$ cat config.mk
export PLATFORM = sky130hd
export DESIGN_NAME = wb_ram_arbiter
export DESIGN_NICKNAME = d
export VERILOG_FILES = /design/src/rtl/wb_arb_pkg.sv /design/src/rtl/wb_watchdog.sv /design/src/rtl/wb_ram_arbiter.sv
export SDC_FILE = /design/constraint.sdc
export NUM_CORES = 1
export LEC_CHECK = 0
export CAP_MARGIN = 15
export CELL_PAD_IN_SITES_DETAIL_PLACEMENT = 1
export CELL_PAD_IN_SITES_GLOBAL_PLACEMENT = 2
export CORE_MARGIN = 2
export CORE_UTILIZATION = 10
export DETAILED_ROUTE_END_ITERATION = 8
export PLACE_DENSITY = 0.89
export SLEW_MARGIN = 20
export SYNTH_ARGS = -nofsm -noshare
export SYNTH_HDL_FRONTEND = slang
export SYNTH_SLANG_ARGS = --single-unit
$ cat constraint.sdc
create_clock -name clk -period 2.14 [get_ports clk]
set_clock_uncertainty 0.05 [all_clocks]
set_input_delay 0.428 -clock clk [delete_from_list [all_inputs] [get_ports clk]]
set_output_delay 0.428 -clock clk [all_outputs]
set_load 0.05 [all_outputs]
$ cat src/rtl/wb_arb_pkg.sv
// Shared types and constants for the two-master Wishbone RAM arbiter.
// CTI encodings are provided for masters and benches that build bursts.
package wb_arb_pkg;

   typedef enum logic [1:0] {
      ARB_IDLE,
      ARB_GNT0,
      ARB_GNT1
   } arb_state_t;

   localparam logic [2:0] CTI_CLASSIC = 3'b000;
   localparam logic [2:0] CTI_INCR    = 3'b010;
   localparam logic [2:0] CTI_EOB     = 3'b111;

endpackage

$ cat src/rtl/wb_watchdog.sv
// Bus watchdog: counts cycles a strobe waits for termination.
// Fires for one cycle when the limit is hit, unless the slave terminates in that same cycle.
module wb_watchdog #(
   parameter int unsigned TIMEOUT_CYCLES = 255,
   parameter int unsigned CNT_W          = 8
) (
   input  logic clk,
   input  logic rst,
   input  logic i_active,
   input  logic i_done,
   input  logic i_clr,
   output logic o_fire
);

   localparam logic [CNT_W-1:0] LIMIT = CNT_W'(TIMEOUT_CYCLES);

   logic [CNT_W-1:0] r_cnt;

   // A termination in the limit cycle wins over the timeout.
   assign o_fire = (TIMEOUT_CYCLES != 0) && i_active && !i_done && (r_cnt == LIMIT);

   always_ff @(posedge clk or posedge rst) begin
      if (rst) begin
         r_cnt <= '0;
      end else if ((TIMEOUT_CYCLES == 0) || i_clr || !i_active || i_done || o_fire) begin
         r_cnt <= '0;
      end else begin
         r_cnt <= r_cnt + 1'b1;
      end
   end

endmodule

$ cat src/rtl/wb_ram_arbiter.sv
// Round-robin Wishbone B4 classic arbiter sharing the RAM port between ibus (m0) and dbus (m1).
// The grant is registered and held for the full cyc; slave responses pass through combinationally.
module wb_ram_arbiter
   import wb_arb_pkg::*;
#(
   parameter int unsigned TIMEOUT_CYCLES = 255,
   parameter int unsigned CNT_W          = 8
) (
   input  logic        clk,
   input  logic        rst,
   input  logic        i_m0_cyc,
   input  logic        i_m0_stb,
   input  logic        i_m0_we,
   input  logic [29:0] i_m0_adr,
   input  logic [31:0] i_m0_dat,
   input  logic [3:0]  i_m0_sel,
   input  logic [2:0]  i_m0_cti,
   input  logic [1:0]  i_m0_bte,
   output logic [31:0] o_m0_rdt,
   output logic        o_m0_ack,
   output logic        o_m0_err,
   input  logic        i_m1_cyc,
   input  logic        i_m1_stb,
   input  logic        i_m1_we,
   input  logic [29:0] i_m1_adr,
   input  logic [31:0] i_m1_dat,
   input  logic [3:0]  i_m1_sel,
   input  logic [2:0]  i_m1_cti,
   input  logic [1:0]  i_m1_bte,
   output logic [31:0] o_m1_rdt,
   output logic        o_m1_ack,
   output logic        o_m1_err,
   output logic        o_s_cyc,
   output logic        o_s_stb,
   output logic        o_s_we,
   output logic [29:0] o_s_adr,
   output logic [31:0] o_s_dat,
   output logic [3:0]  o_s_sel,
   output logic [2:0]  o_s_cti,
   output logic [1:0]  o_s_bte,
   input  logic [31:0] i_s_rdt,
   input  logic        i_s_ack,
   input  logic        i_s_err,
   output logic        o_timeout
);

   arb_state_t r_state;
   arb_state_t w_next;
   logic       r_last;
   logic       w_last_next;
   logic       w_active;
   logic       w_fire;

   assign o_m0_rdt  = i_s_rdt;
   assign o_m1_rdt  = i_s_rdt;
   assign o_timeout = w_fire;

   assign w_active = ((r_state == ARB_GNT0) && i_m0_cyc && i_m0_stb) ||
                     ((r_state == ARB_GNT1) && i_m1_cyc && i_m1_stb);

   wb_watchdog #(
      .TIMEOUT_CYCLES (TIMEOUT_CYCLES),
      .CNT_W          (CNT_W)
   ) u_watchdog (
      .clk      (clk),
      .rst      (rst),
      .i_active (w_active),
      .i_done   (i_s_ack | i_s_err),
      .i_clr    (r_state != w_next),
      .o_fire   (w_fire)
   );

   // r_last remembers who was served most recently; reset to 1 so m0 wins the first tie.
   always_ff @(posedge clk or posedge rst) begin
      if (rst) begin
         r_state <= ARB_IDLE;
         r_last  <= 1'b1;
      end else begin
         r_state <= w_next;
         r_last  <= w_last_next;
      end
   end

   always_comb begin
      w_next      = r_state;
      w_last_next = r_last;
      case (r_state)
         ARB_IDLE: begin
            if (i_m0_cyc && i_m1_cyc) begin
               w_next = r_last ? ARB_GNT0 : ARB_GNT1;
            end else if (i_m0_cyc) begin
               w_next = ARB_GNT0;
            end else if (i_m1_cyc) begin
               w_next = ARB_GNT1;
            end
         end
         ARB_GNT0: begin
            if (!i_m0_cyc) begin
               w_last_next = 1'b0;
               w_next      = i_m1_cyc ? ARB_GNT1 : ARB_IDLE;
            end
         end
         ARB_GNT1: begin
            if (!i_m1_cyc) begin
               w_last_next = 1'b1;
               w_next      = i_m0_cyc ? ARB_GNT0 : ARB_IDLE;
            end
         end
         default: w_next = ARB_IDLE;
      endcase
   end

   // A watchdog fire suppresses cyc/stb toward the slave for that one cycle.
   always_comb begin
      o_s_cyc  = 1'b0;
      o_s_stb  = 1'b0;
      o_s_we   = 1'b0;
      o_s_adr  = '0;
      o_s_dat  = '0;
      o_s_sel  = '0;
      o_s_cti  = '0;
      o_s_bte  = '0;
      o_m0_ack = 1'b0;
      o_m0_err = 1'b0;
      o_m1_ack = 1'b0;
      o_m1_err = 1'b0;
      case (r_state)
         ARB_GNT0: begin
            o_s_cyc  = i_m0_cyc & ~w_fire;
            o_s_stb  = i_m0_stb & ~w_fire;
            o_s_we   = i_m0_we;
            o_s_adr  = i_m0_adr;
            o_s_dat  = i_m0_dat;
            o_s_sel  = i_m0_sel;
            o_s_cti  = i_m0_cti;
            o_s_bte  = i_m0_bte;
            o_m0_ack = i_s_ack;
            o_m0_err = i_s_err | w_fire;
         end
         ARB_GNT1: begin
            o_s_cyc  = i_m1_cyc & ~w_fire;
            o_s_stb  = i_m1_stb & ~w_fire;
            o_s_we   = i_m1_we;
            o_s_adr  = i_m1_adr;
            o_s_dat  = i_m1_dat;
            o_s_sel  = i_m1_sel;
            o_s_cti  = i_m1_cti;
            o_s_bte  = i_m1_bte;
            o_m1_ack = i_s_ack;
            o_m1_err = i_s_err | w_fire;
         end
         default: ;
      endcase
   end

endmodule

==> results of run 1 <==
[final cells by class]
| class | instances | area share |
|---|---|---|
| Clock buffer | 4 | 0.0120 |
| Tap cell | 324 | 0.0618 |
| Multi-Input combinational cell | 223 | 0.361 |
| Timing Repair Buffer | 258 | 0.518 |
| Antenna cell | 1 | 0.000382 |
| Sequential cell | 11 | 0.0426 |
| Inverter | 6 | 0.00382 |
[cell families after synthesis]
logic type                 share of synthesized area
and+or+nand+nor                                0.296
buffers and inverters                          0.255
AOI/OAI and AO/OA                              0.272
xor gates and xnor gates                      0.0180
muxes                                         0.0210
adders and majority gates                     0.0257
DFF                                            0.113
[synthesized netlist by cell type (5+ instances only)]
library cell / instances
a22oi_1: 73
nor2b_1: 73
buf_4: 65
clkbuf_1: 22
nor2_1: 12
dfrtp_1: 10
nand2_1: 7
inv_1: 6
ha_1: 5
o21ai_0: 5
[power breakdown]
part	leakage (nW)	switching [mW]	internal [mW]
Combinational	2.17	4.39	4.40
Clock	0.0382	0.0936	0.250
Sequential	0.145	0.0387	0.248
[worst paths after layout]
kind,start,to,slack [ns],depth (start not counted)
min,u_watchdog.r_cnt[0],u_watchdog.r_cnt[0],0.41,1
max,r_state[0],o_m1_err,-0.20,8
min in group asynchronous,rst,u_watchdog.r_cnt[7],0.45,2
max reg2reg,r_state[0],u_watchdog.r_cnt[1],0.07,8
min reg2reg,u_watchdog.r_cnt[0],u_watchdog.r_cnt[0],0.41,1
max in group asynchronous,rst,r_last,1.26,2
[layer usage]
| metal | share of wire | vias up | global-route usage |
|---|---|---|---|
| met2 | 0.51 | 165 | 0.165 |
| met3 | 0.078 | 30 | 0.0213 |
| met1 | 0.39 | 1473 | 0.102 |
| met4 | 0.020 | 0 | 0.0225 |
| li1 | - | 1441 | - |
| met5 | 0 | - | 0 |
[sequential cells by signal, summed over array words and instances, names as in the netlist]
| signal | count |
|---|---|
| r_last | 1 |
| u_watchdog.r_cnt | 8 |
| r_state | 2 |
[what timing repair did]
action | 4_1_cts | 5_1_grt
hold endpoints to repair | 0 | 0
pin swaps | 6 | 8
gates cloned | 0 | 2
setup endpoints to repair | 85 | 86
buffers inserted | 4 | 5
gates resized for setup | 50 | 13
[per-stage QoR]
| step | hold slack [ns] | TNS [ns] | setup WS [ns] |
|---|---|---|---|
| final | 0.405 | -8.69 | -0.205 |
| after global placement | 0.397 | -3.78 | -0.384 |
| after floorplan | 0.230 | -0.406 | -0.157 |
| after CTS | 0.406 | -6.08 | -0.182 |
| after detailed placement | 0.401 | -4.17 | -0.393 |
| after global routing | 0.421 | -13.86 | -0.263 |
==> impl_metrics.tcl, run 1 <==
set metrics [dict create \
    synth.ff_latch_count 11 \
    maximum_number_of_pins_on_one_net_before_global_route_repair 57 \
    worstPathMaxFanout 3 \
    worstSetupStartpointType "register" \
    post-dp-hpwl_um 9910 \
    seqCellArea_um2 279 \
    postSynth.asyncResetShare 1.00 \
    cp_slowest_cell "dfrtp_2" \
    drt_iter0_markers 80 \
    first_global_vias 3395 \
    n_fill_cell 2720 \
    die_area_um2 25600 \
    final_area_um2 6560 \
    report.final.slew_viol_count 0 \
    initial_utilization 0.101 \
    synth-main-ff-cell "dfrtp_1" \
    boundaryPins 327 \
    finalSetupViolCount 75 \
    cts_hold_repair.buffers 0 \
    critical_path.max_stage_delay_ns 0.42 \
    postLayoutCoreUtil 0.272 \
    drc 0 \
    dp.cells 813 \
    grt_first_pass_wirelength_um 18500 \
    cellLeakagePower_nw 2.35 \
    clock_sink_count 11 \
    synth.distinct_cells 39 \
    power_mw 9.42 \
    detail_route.vias_per_cell 3.76 \
    area_occupied_by_multi_input_gates_um2 2370 \
    cts_buffers 3 \
    worst_slew_pin_slew_ns 0.430 \
    timing.hold.worst.class "reg -> reg" \
    dr.pass1.iters 4 \
    synthCells 332 \
    antenna_violations_before_repair 1 \
    synth.largest_area_cell "a22oi_1" \
    insertion_delay_ns 0.24 \
    cp_common_cell "nor2_4" \
    worst_ep_required_time_ns 1.66 \
    num_vias 3109 \
    critPathCaptureType "output port" \
    final_period_minus_worst_setup_slack_ns 2.34 \
    postLayoutSetupSlackWorst_ns -0.205 \
    ys_top_cells_by_area "a22oi_1, buf_4, nor2b_1, dfrtp_1, clkbuf_1" \
    clock_tree.root_cell "clkbuf_16" \
    fp.dieH_um 160 \
    failed_checks "negative setup slack" \
    cell_rows 57 \
    h-tree-depth 1 \
    timing.critical_path.buf_inv 2 \
    drive_gt1_frac 0.496 \
    unrepaired_setup_endpoints_after_global_routing "true" \
    clk_transition_reported_paths_ns 0.04 \
    postRouteWirelength_um 12500 \
    overall_track_demand_over_capacity_in_global_routing 0.0888 \
    cell_area_placed_um2 6120 \
    cts_tree "yes" \
    buffer_ports.inserted 230 \
    crit_arrival_ns 1.87 \
    avg_synthesized_cell_area_um2 7.34 \
    routed_wire_length_per_instance_um 15.1 \
    dieWidth_um 160 \
    slew_headroom 0.713 \
    finalHoldViolCount 0 \
    drv_cap 0 \
    grt-ovfl-total 0 \
    worst_path_dominant_cell_family "simple AND/OR/NAND/NOR gates" \
    synthToLayoutAreaGrowth_pct 169 \
    clock_path_buffers 2 \
    critical_path.cell_chain "inv_2 > ha_4 > nand3_2 > a211o_1 > nor2_4 > nor2_4 > nor2b_4 > buf_12" \
    final_nets 692 \
    outcome "finished with violations" \
    setup.worst_path.class "reg -> out" \
    min_period_over_period 1.10 \
    synth_sequential_area_ratio 0.113 \
    core_area_um2 24100 \
    yosys.area.top_type_share 0.225 \
    netlist_area_um2 2440 \
    layout.cells.most_common_list "clkdlybuf4s50_1, buf_12, nor2b_4, a22oi_2, a22oi_1" \
    finish.cell_count_without_fillers 827 \
    fmaxAchievable_mhz 427 \
    antenna_left 0 \
    power_per_cell_area_nw_per_um2 1440 \
    layout.cells.most_common "clkdlybuf4s50_1" \
    synthesis.nets 521 \
    irDropWorstVdd_mv 0.529 \
    gp_congestion 0.748 \
    synth_edf_count 0 \
    synthesis_warnings 0 \
]
Power figures use the tool's default switching activity.
==> run 2: changes to the inputs <==
- CORE_MARGIN: 2 -> 8
==> run 2 against run 1 <==
Against the previous run: the run still ends with negative setup slack left; setup slack got worse by 0.013 ns; sequential share of layout area down 0.41 points; register-to-register slack about the same; clock power up 1%; worst hold slack improved by 0.028 ns; critical path depth unchanged; first-iteration DRC count increased by 23%; sequential power hardly changed; design area up 11%; critical endpoint is now o_s_dat[28]; largest cell class unchanged; largest power group unchanged.
==> impl_metrics.tcl, run 2 (synthesis results as in run 1) <==
set metrics [dict create \
    worst_slew_pin_slew_ns 0.415 \
    first_global_vias 3570 \
    layout.cells.most_common "clkdlybuf4s50_1" \
    failed_checks "negative setup slack" \
    final_nets 717 \
    drt_iter0_markers 98 \
    cts_tree "yes" \
    power_mw 11.0 \
    clk_transition_reported_paths_ns 0.04 \
    h-tree-depth 1 \
    synthToLayoutAreaGrowth_pct 198 \
    critical_path.max_stage_delay_ns 0.43 \
    critPathCaptureType "output port" \
    final_period_minus_worst_setup_slack_ns 2.36 \
    detail_route.vias_per_cell 3.86 \
    fp.dieH_um 172 \
    slew_headroom 0.723 \
    finalSetupViolCount 78 \
    biggestRegsByFlops "u_watchdog.r_cnt: 8 flops, r_state: 2 flops, r_last: 1 flops" \
    r2r-start "r_state[0]" \
    antenna-diode-count 0 \
    boundaryPins 327 \
    clock_path_buffers 2 \
    drv_cap 0 \
    cp_common_cell "buf_12" \
    drc 0 \
    buffer_ports.inserted 230 \
    timing.hold.worst.class "in -> async" \
    reg_with_most_ffs "u_watchdog.r_cnt" \
    irDropWorstVdd_mv 0.476 \
    overall_track_demand_over_capacity_in_global_routing 0.0923 \
    worstPathMaxFanout 6 \
    worstSetupStartpointType "register" \
    largest_register_ff_count 8 \
    antenna_violations_before_repair 0 \
    reg2regPathDepth 9 \
    postRouteWirelength_um 17700 \
    unrepaired_setup_endpoints_after_global_routing "true" \
    fmaxAchievable_mhz 424 \
    r2r_end "u_watchdog.r_cnt[7]" \
    core_area_um2 24100 \
    outcome "finished with violations" \
    routed_wire_length_per_instance_um 20.8 \
    maximum_number_of_pins_on_one_net_before_global_route_repair 44 \
    postLayoutCoreUtil 0.301 \
    layout.cells.most_common_list "clkdlybuf4s50_1, buf_12, nor2b_4, a22oi_2, buf_4" \
    cp_slowest_cell "dfrtp_2" \
    cellLeakagePower_nw 2.61 \
    post-dp-hpwl_um 11900 \
    insertion_delay_ns 0.24 \
    regToRegSetupSlack_ns 0.07 \
    setup-tns-final_ns -11.39 \
    clock_tree.root_cell "clkbuf_16" \
    dieWidth_um 172 \
    report.final.slew_viol_count 0 \
    critical_path.cell_chain "buf_12 > ha_4 > buf_12 > buf_12 > clkbuf_16 > a22oi_2 > nor2b_4 > buf_12" \
    power_per_cell_area_nw_per_um2 1520 \
    initial_utilization 0.101 \
    grt_first_pass_wirelength_um 21100 \
    setup.worst_path.class "reg -> out" \
    postLayoutSetupSlackWorst_ns -0.218 \
    worst_ep_required_time_ns 1.66 \
    cts_buffers 3 \
    cell_rows 57 \
    grt-ovfl-total 0 \
    antenna_left 0 \
    finalHoldViolCount 0 \
    min_period_over_period 1.10 \
    n_fill_cell 2667 \
    die_area_um2 29600 \
    dr.pass1.iters 4 \
    drive_gt1_frac 0.596 \
    clock_sink_count 11 \
    finalHoldWorstSlack_ns 0.433 \
    gp_congestion 0.766 \
    crit_arrival_ns 1.88 \
    num_vias 3285 \
]
==> run 2: cell count changes in the layout (fill, tap and decap cells not counted), moves of 2 or more <==
cell       before  now
buf_16          2    4
a22oi_1        34    1
buf_8           0    2
o21ai_1         2    0
buf_6           4   12
a22oi_2        39   72
buf_12         81   86
clkbuf_16       4   13
==> run 2: cell type report <==
type                            instances  area [um^2]  area share
Sequential cell                        11          279      0.0384
Inverter                                6         27.5     0.00379
Clock inverter                          1         5.00    0.000690
Timing Repair Buffer                  283         3890       0.536
Clock buffer                            3         75.1      0.0103
Tap cell                              324          405      0.0559
Multi-Input combinational cell        223         2580       0.355
==> run 2: metrics by stage <==
step	instances	setup WS, ns	cell area, um^2
5_1_grt	851	-0.295	7260
3_5_place_dp	817	-0.399	6180
4_1_cts	826	-0.188	6640
2_1_floorplan	332	-0.157	3060
3_3_place_gp	817	-0.399	6180
6_report	851	-0.218	7260
==> run 2: per-layer routing <==
metal	GRT usage	up-vias	part of all wire
met3	0.0267	29	0.080
met4	0.0300	0	0.020
met1	0.0980	1590	0.36
met2	0.172	164	0.54
met5	0	-	0
li1	-	1502	-
==> run 2: how the worst max path moves through the flow <==
| stage | from | endpoint | slack [ns] | cells after the start |
|---|---|---|---|---|
| 4_1_cts | r_state[1] | o_m0_err | -0.19 | 8 |
| 3_5_place_dp | i_m1_cyc | o_s_stb | -0.40 | 7 |
| 3_3_place_gp | i_m1_cyc | o_s_stb | -0.40 | 7 |
| 5_1_grt | r_state[1] | o_m1_err | -0.30 | 8 |
| 6_report | r_state[1] | o_s_dat[28] | -0.22 | 8 |
| 2_1_floorplan | r_state[0] | o_m1_err | -0.16 | 7 |
==> run 2: timing repair <==
| action | 4_1_cts | 5_1_grt |
|---|---|---|
| gates resized for setup | 67 | 49 |
| pin swaps | 8 | 26 |
| hold buffers | 0 | 0 |
| endpoints found under the setup margin | 79 | 86 |
| gates cloned | 1 | 16 |
| buffers inserted | 4 | 9 |
==> run 2: worst max-delay path: cells and delay by family (launching register included) <==
kind / cells / cell delay, ns
fa+ha+maj: 1 / 0.17
simple gates: 1 / 0.07
compound gates: 1 / 0.24
flops: 1 / 0.43
buf+inv: 5 / 0.72
==> run 2: report_power, final <==
group	internal (mW)	total (mW)	switching [mW]
logic	5.37	10.4	5.01
clock network	0.248	0.348	0.100
registers	0.248	0.287	0.0388
total	5.87	11.0	5.15
